`src/rtl/trig_sched_8.sv`:
```
// Round-robin scheduler around one time-shared 8-bit sine/cosine evaluator.
// Angle is reduced mod 804, folded to a quadrant, and fed to a 4th-order cosine polynomial.
module trig_sched_8 #(
    parameter int NREQ = 4,
    parameter int PER  = 804
) (
    input  logic              clk,
    input  logic              rst_n,
    input  logic [NREQ-1:0]   req,
    input  logic [16*NREQ-1:0] angle,
    input  logic [NREQ-1:0]   fn,
    output logic [NREQ-1:0]   done,
    output logic [7:0]        y,
    output logic              sig,
    output logic              busy
);

    localparam int IW = $clog2(NREQ);

    typedef enum logic [2:0] {
        S_IDLE, S_RED, S_FOLD, S_MA, S_MC, S_MD, S_DONE
    } state_t;

    state_t state, state_n;

    logic [IW-1:0] ptr, id, gnt;
    logic          gnt_vld;
    logic [16:0]   x, sub;
    logic [2:0]    k;
    logic [9:0]    mp, r, m_f, mp_f;
    logic          sgn_f, sig_n;
    logic [15:0]   a;
    logic [22:0]   c;
    logic [22:0]   mul_a;
    logic [11:0]   mul_b;
    logic [34:0]   prod;
    logic signed [11:0] t;
    logic [7:0]    y_n;

    // Rotating search: lowest offset from ptr+1 wins, so scan from the far end.
    always_comb begin
        gnt     = '0;
        gnt_vld = 1'b0;
        for (int i = NREQ; i >= 1; i--) begin
            if (req[(int'(ptr) + i) % NREQ]) begin
                gnt     = IW'((int'(ptr) + i) % NREQ);
                gnt_vld = 1'b1;
            end
        end
    end

    always_ff @(posedge clk or negedge rst_n) begin
        if (!rst_n) state <= S_IDLE;
        else        state <= state_n;
    end

    always_comb begin
        state_n = state;
        case (state)
            S_IDLE:  if (gnt_vld) state_n = S_RED;
            S_RED:   if (k == 3'd0) state_n = S_FOLD;
            S_FOLD:  state_n = S_MA;
            S_MA:    state_n = S_MC;
            S_MC:    state_n = S_MD;
            S_MD:    state_n = S_DONE;
            S_DONE:  state_n = S_IDLE;
            default: state_n = S_IDLE;
        endcase
    end

    always_comb begin
        busy = (state != S_IDLE);
        done = '0;
        if (state == S_DONE) done = NREQ'(1) << id;
    end

    assign sub  = 17'(PER) << k;
    assign r    = x[9:0];
    assign m_f  = (r > 10'd402) ? 10'd804 - r : r;
    assign sgn_f = (m_f > 10'd201);
    assign mp_f = sgn_f ? 10'd402 - m_f : m_f;

    always_comb begin
        mul_a = '0;
        mul_b = '0;
        case (state)
            S_MA: begin
                mul_a = 23'(mp);
                mul_b = 12'(mp);
            end
            S_MC: begin
                mul_a = 23'(a[15:4]);
                mul_b = a[15:4];
            end
            S_MD: begin
                mul_a = c;
                mul_b = 12'd683;
            end
            default: ;
        endcase
    end

    assign prod = 35'(mul_a) * 35'(mul_b);

    // Polynomial tail evaluated straight off the MD product.
    assign t = 12'sd256 - $signed({3'b0, a[15:7]})
             + $signed({3'b0, prod[34:26]});
    assign y_n = t[11] ? 8'd0 : (t > 12'sd255) ? 8'd255 : t[7:0];

    always_ff @(posedge clk or negedge rst_n) begin
        if (!rst_n) begin
            ptr   <= IW'(NREQ - 1);
            id    <= '0;
            x     <= '0;
            k     <= '0;
            mp    <= '0;
            sig_n <= 1'b0;
            a     <= '0;
            c     <= '0;
            y     <= '0;
            sig   <= 1'b0;
        end else begin
            case (state)
                S_IDLE: begin
                    if (gnt_vld) begin
                        id  <= gnt;
                        ptr <= gnt;
                        k   <= 3'd6;
                        if (fn[gnt])
                            x <= {1'b0, angle[{gnt, 4'b0} +: 16]} + 17'd603;
                        else
                            x <= {1'b0, angle[{gnt, 4'b0} +: 16]};
                    end
                end
                S_RED: begin
                    if (x >= sub) x <= x - sub;
                    k <= k - 3'd1;
                end
                S_FOLD: begin
                    mp    <= mp_f;
                    sig_n <= sgn_f;
                end
                S_MA: a <= prod[15:0];
                S_MC: c <= prod[22:0];
                S_MD: begin
                    y   <= y_n;
                    sig <= sig_n;
                end
                default: ;
            endcase
        end
    end

endmodule

```
`config.mk`:
```
export PLATFORM = sky130hd
export DESIGN_NAME = trig_sched_8
export DESIGN_NICKNAME = d
export VERILOG_FILES = /design/src/rtl/trig_sched_8.sv
export SDC_FILE = /design/constraint.sdc
export NUM_CORES = 1
export LEC_CHECK = 0
export ABC_AREA = 1
export BUFFER_PORTS_ARGS = -buffer_cell sky130_fd_sc_hd__buf_4
export CORE_ASPECT_RATIO = 1.4
export CORE_MARGIN = 3
export CORE_UTILIZATION = 25
export CTS_BUF_LIST = sky130_fd_sc_hd__clkbuf_8 sky130_fd_sc_hd__clkbuf_16
export DETAILED_ROUTE_END_ITERATION = 8
export HOLD_SLACK_MARGIN = 0.05
export PLACE_DENSITY = 0.41
export SYNTH_ARGS = -nofsm -noshare
export SYNTH_HDL_FRONTEND = slang
export SYNTH_SLANG_ARGS = --single-unit
```
`constraint.sdc`:
```
create_clock -name clk -period 8.9 [get_ports clk]
set_clock_uncertainty 0.15 [all_clocks]
set_input_delay 1.335 -clock clk [delete_from_list [all_inputs] [get_ports clk]]
set_output_delay 1.335 -clock clk [all_outputs]
set_load 0.01 [all_outputs]
```
==> metrics.log <==
[metrics] measured slew at the worst slew-check pin: ~1000 ps
[metrics] area of the placeable core: roughly 0.058 mm^2
[metrics] Die ar.: around 0.062 mm^2
[metrics] largest fanout on the critical path: 20
[metrics] hold depth: 2
[metrics] Worst R2R Start: state[1]
[metrics] Syn Inst Count: between 1500 and 2000
[metrics] Worst-path clk slew: about 80 ps
[metrics] post-route clock period utilization: between 90% and 100%
[metrics] Critical Path Max Stage Delay: ~550 ps
[metrics] area leader, netlist: fa_1
[metrics] final setup slack of the worst path: 615 ps
[metrics] count of buffer and inverter cells on the critical path: 10
[metrics] post-synth cell types: 59
[metrics] Crit path max-delay family: adder cells
[metrics] worst-case reg-to-reg path depth: 45
[metrics] clock buffer count from CTS: 9
[metrics] number of diodes: 0
[metrics] number of routed nets with antenna violations: 0
[metrics] number of iterations in the first detailed-routing pass: 4
[metrics] top achievable clock speed: 0.121 GHz
[metrics] via count of the first global-routing pass: between 10000 and 15000
[metrics] number of pins with negative max-slew slack in the final report: 0
[metrics] setup violation total in the final timing report: 0
[metrics] buffer levels on the longest clock path: 2
[metrics] site row count: around 100
[metrics] Sink Count: 82
[metrics] DRC violations left: 0
[metrics] hpwl dp: around 37 mm
[metrics] Filler Cell Count: approximately 6300
[metrics] Worst R2R Setup Slack: ~600 ps
[metrics] NumNets Final: approximately 2600
[metrics] iteration-0 DRC count of the detailed router: between 400 and 500
[metrics] startpoint of the most critical hold path: c[2]
[metrics] cell at the root of the clock tree: clkbuf_16
[metrics] cts hold-fix bufs: 0
[metrics] routed vias: 12500
[metrics] post-synth design cell area: between 0.01 and 0.015 mm^2
[metrics] Die H: approximately 290 um
[metrics] layout-stage area growth over the synthesis result: 17.8%
[metrics] nature of the critical path endpoint: flop
[metrics] Most used DFF post-synth: dfrtp_1
[metrics] Mean Syn Cell Area: around 7.5 um^2
[metrics] Hold/Removal Path Class: flop to flop
[metrics] most common library cells after synthesis: nand2_1 (525), inv_1 (440), fa_1 (211)
[metrics] Critical R2R Capture: y[1]
[metrics] run status: finished clean
[metrics] critical-path cell with the highest stage delay: fa_1
[metrics] total of max-cap violations: 0
[metrics] instance area after placement: about 0.017 mm^2
[metrics] critical path class: flop to flop
[metrics] CP Data Required Time: roughly 9000 ps
[metrics] final weighted congestion in routability-driven placement: 0.871
[metrics] first-pass GRT wire length: between 70 and 80 mm
[metrics] final critical-path required period: around 8300 ps
[metrics] Yosys Warn Count: 0
[metrics] worst slack, placed: approximately 57 ps
[metrics] critical path data arrival time: roughly 8400 ps
[metrics] clock tree from TritonCTS: built
[metrics] combined global-route utilization of all metal layers: between 10% and 20%
[metrics] starting density of the core: between 20% and 30%
[metrics] nature of the critical path startpoint: flop
[metrics] Total Routed Length: ~43 mm
[metrics] endpoint of the worst hold-timing path: c[2]
[metrics] most repeated cell in the gate-level netlist after synthesis: nand2_1
[metrics] via density per instance: between 4 and 5
[metrics] port buffer count: 87
[metrics] number of antenna violations at the first check in global routing: 0
[metrics] Post-synth EDFFs: 0
[metrics] Max-Slew Margin vs Limit: between 30% and 40%
[metrics] CTS H-Tree Depth: 3
[metrics] flip-flop and latch count after synthesis: 82
[metrics] worst skew pair latency: between 300 and 400 ps
[metrics] share of the yosys chip area belonging to registers: roughly 14%
[metrics] layout cell share with drive strength beyond 1: approximately an eighth
[metrics] Most common cell on crit path: nand2_1
[metrics] post-route cell area: 0.0174 mm^2
[metrics] share of async-settable or async-resettable flops after synthesis: between 90% and 100%
[metrics] final hold violations: 0
[metrics] WL per Instance: 14.7 um
[metrics] total congestion overflow: 0
[metrics] cells taking the most area after synthesis: fa_1 (29%), dfrtp_1 (14%), nand2_1 (13%), inv_1 (11%), ha_1 (9.2%)
[metrics] Boundary Pins: 88
[metrics] start point of the critical path: state[1]
[metrics] maximum number of pins on one net before global-route repair: 74
[metrics] post-placement cell count: 2901
[metrics] final standard cell count with taps included and fillers excluded: ~2900
[metrics] path length in cells of the critical path: 45
[metrics] portion of synthesized cell area occupied by the leading cell type: approximately 29%
[metrics] x dimension of the die: around 210 um
==> stage by stage <==
stage | utilization [%] | setup TNS (ps) | hold WS [ps]
5_1_grt | 30.0 | -40.3 | 366
6_report | 30.0 | 0 | 328
4_1_cts | 29.8 | 0 | 333
3_5_place_dp | 29.3 | 0 | 315
3_3_place_gp | 29.3 | 0 | 316
2_1_floorplan | - | 0 | 292
==> cells in the final DEF, fill, tap and decap left out, types with 17 or more instances in the layout <==
| cell type | synthesis | layout |
|---|---|---|
| dfrtp_1 | 80 | 79 |
| xnor2_1 | 17 | 17 |
| nand2_1 | 525 | 521 |
| o21ai_0 | 98 | 96 |
| nand3_1 | 95 | 93 |
| buf_4 | 2 | 164 |
| xor2_1 | 33 | 33 |
| a21oi_1 | 88 | 81 |
| nor2_1 | 74 | 71 |
| conb_1 | 2 | 66 |
| nand2_2 | 22 | 25 |
| fa_1 | 211 | 209 |
| ha_1 | 108 | 108 |
| inv_1 | 440 | 438 |
==> cell type report <==
cell class / instances / area [um^2] / area share [%]
clock inverters: 7 / 76.3 / 0.439
clock buffers: 9 / 225 / 1.30
inverters: 452 / 1710 / 9.83
well taps: 742 / 928 / 5.34
repair buffers: 168 / 1290 / 7.44
flip-flops and latches: 82 / 2060 / 11.8
multi-input cells: 1458 / 11100 / 63.8
==> metal layers <==
layer | wire length, um | up-vias | track usage (%) | part of all wire (%)
met2 | 23600 | 131 | 28.1 | 55
met3 | 663 | 29 | 1.20 | 1.5
li1 | - | 6334 | - | -
met4 | 616 | 0 | 3.25 | 1.4
met1 | 18000 | 5959 | 17.2 | 42
met5 | 0 | - | 0 | 0
==> logic make-up (layout without fill, tap and decap cells) <==
family | after synthesis | after routing | synth area share (%)
adders and majority gates | 319 | 319 | 37.8
xor gates and xnor gates | 50 | 50 | 2.97
and+or+nand+nor | 782 | 782 | 22.7
AOI/OAI and AO/OA | 241 | 241 | 9.11
buffers and inverters | 501 | 636 | 13.4
other | 2 | 66 | 0.0509
DFF | 82 | 82 | 13.9
==> worst reg2reg max path, delay by kind of cell, from the launching register on <==
kind                     cells  cell delay [ps]
AND/OR/NAND/NOR             16             1470
AO/OA/AOI/OAI               10             1510
adder cells (fa/ha/maj)      8             3460
XOR/XNOR                     1              170
buffers and inverters       10             1020
flip-flops                   1              420
==> state kept, by name, indices dropped and copies added, names as in the netlist, 3 cells and up <==
register  cells
c            23
k             3
state         3
x            17
a            12
mp           10
y             8
==> how the worst max path moves through the flow <==
stage / to / slack, ps
final: y[1] / 610
after CTS: y[6] / 20
after detailed placement: y[6] / 60
after global routing: y[6] / -20
after floorplan: y[6] / 410
after global placement: y[6] / 220
==> timing repair <==
action                                  in CTS  in global routing
setup buffers                                0                  1
endpoints found under the setup margin       0                  8
resized for setup                            0                 40
Power is left out: the tool's default activity adds up to more than one toggle a clock period on the data nets, which glitch-free logic cannot reach.
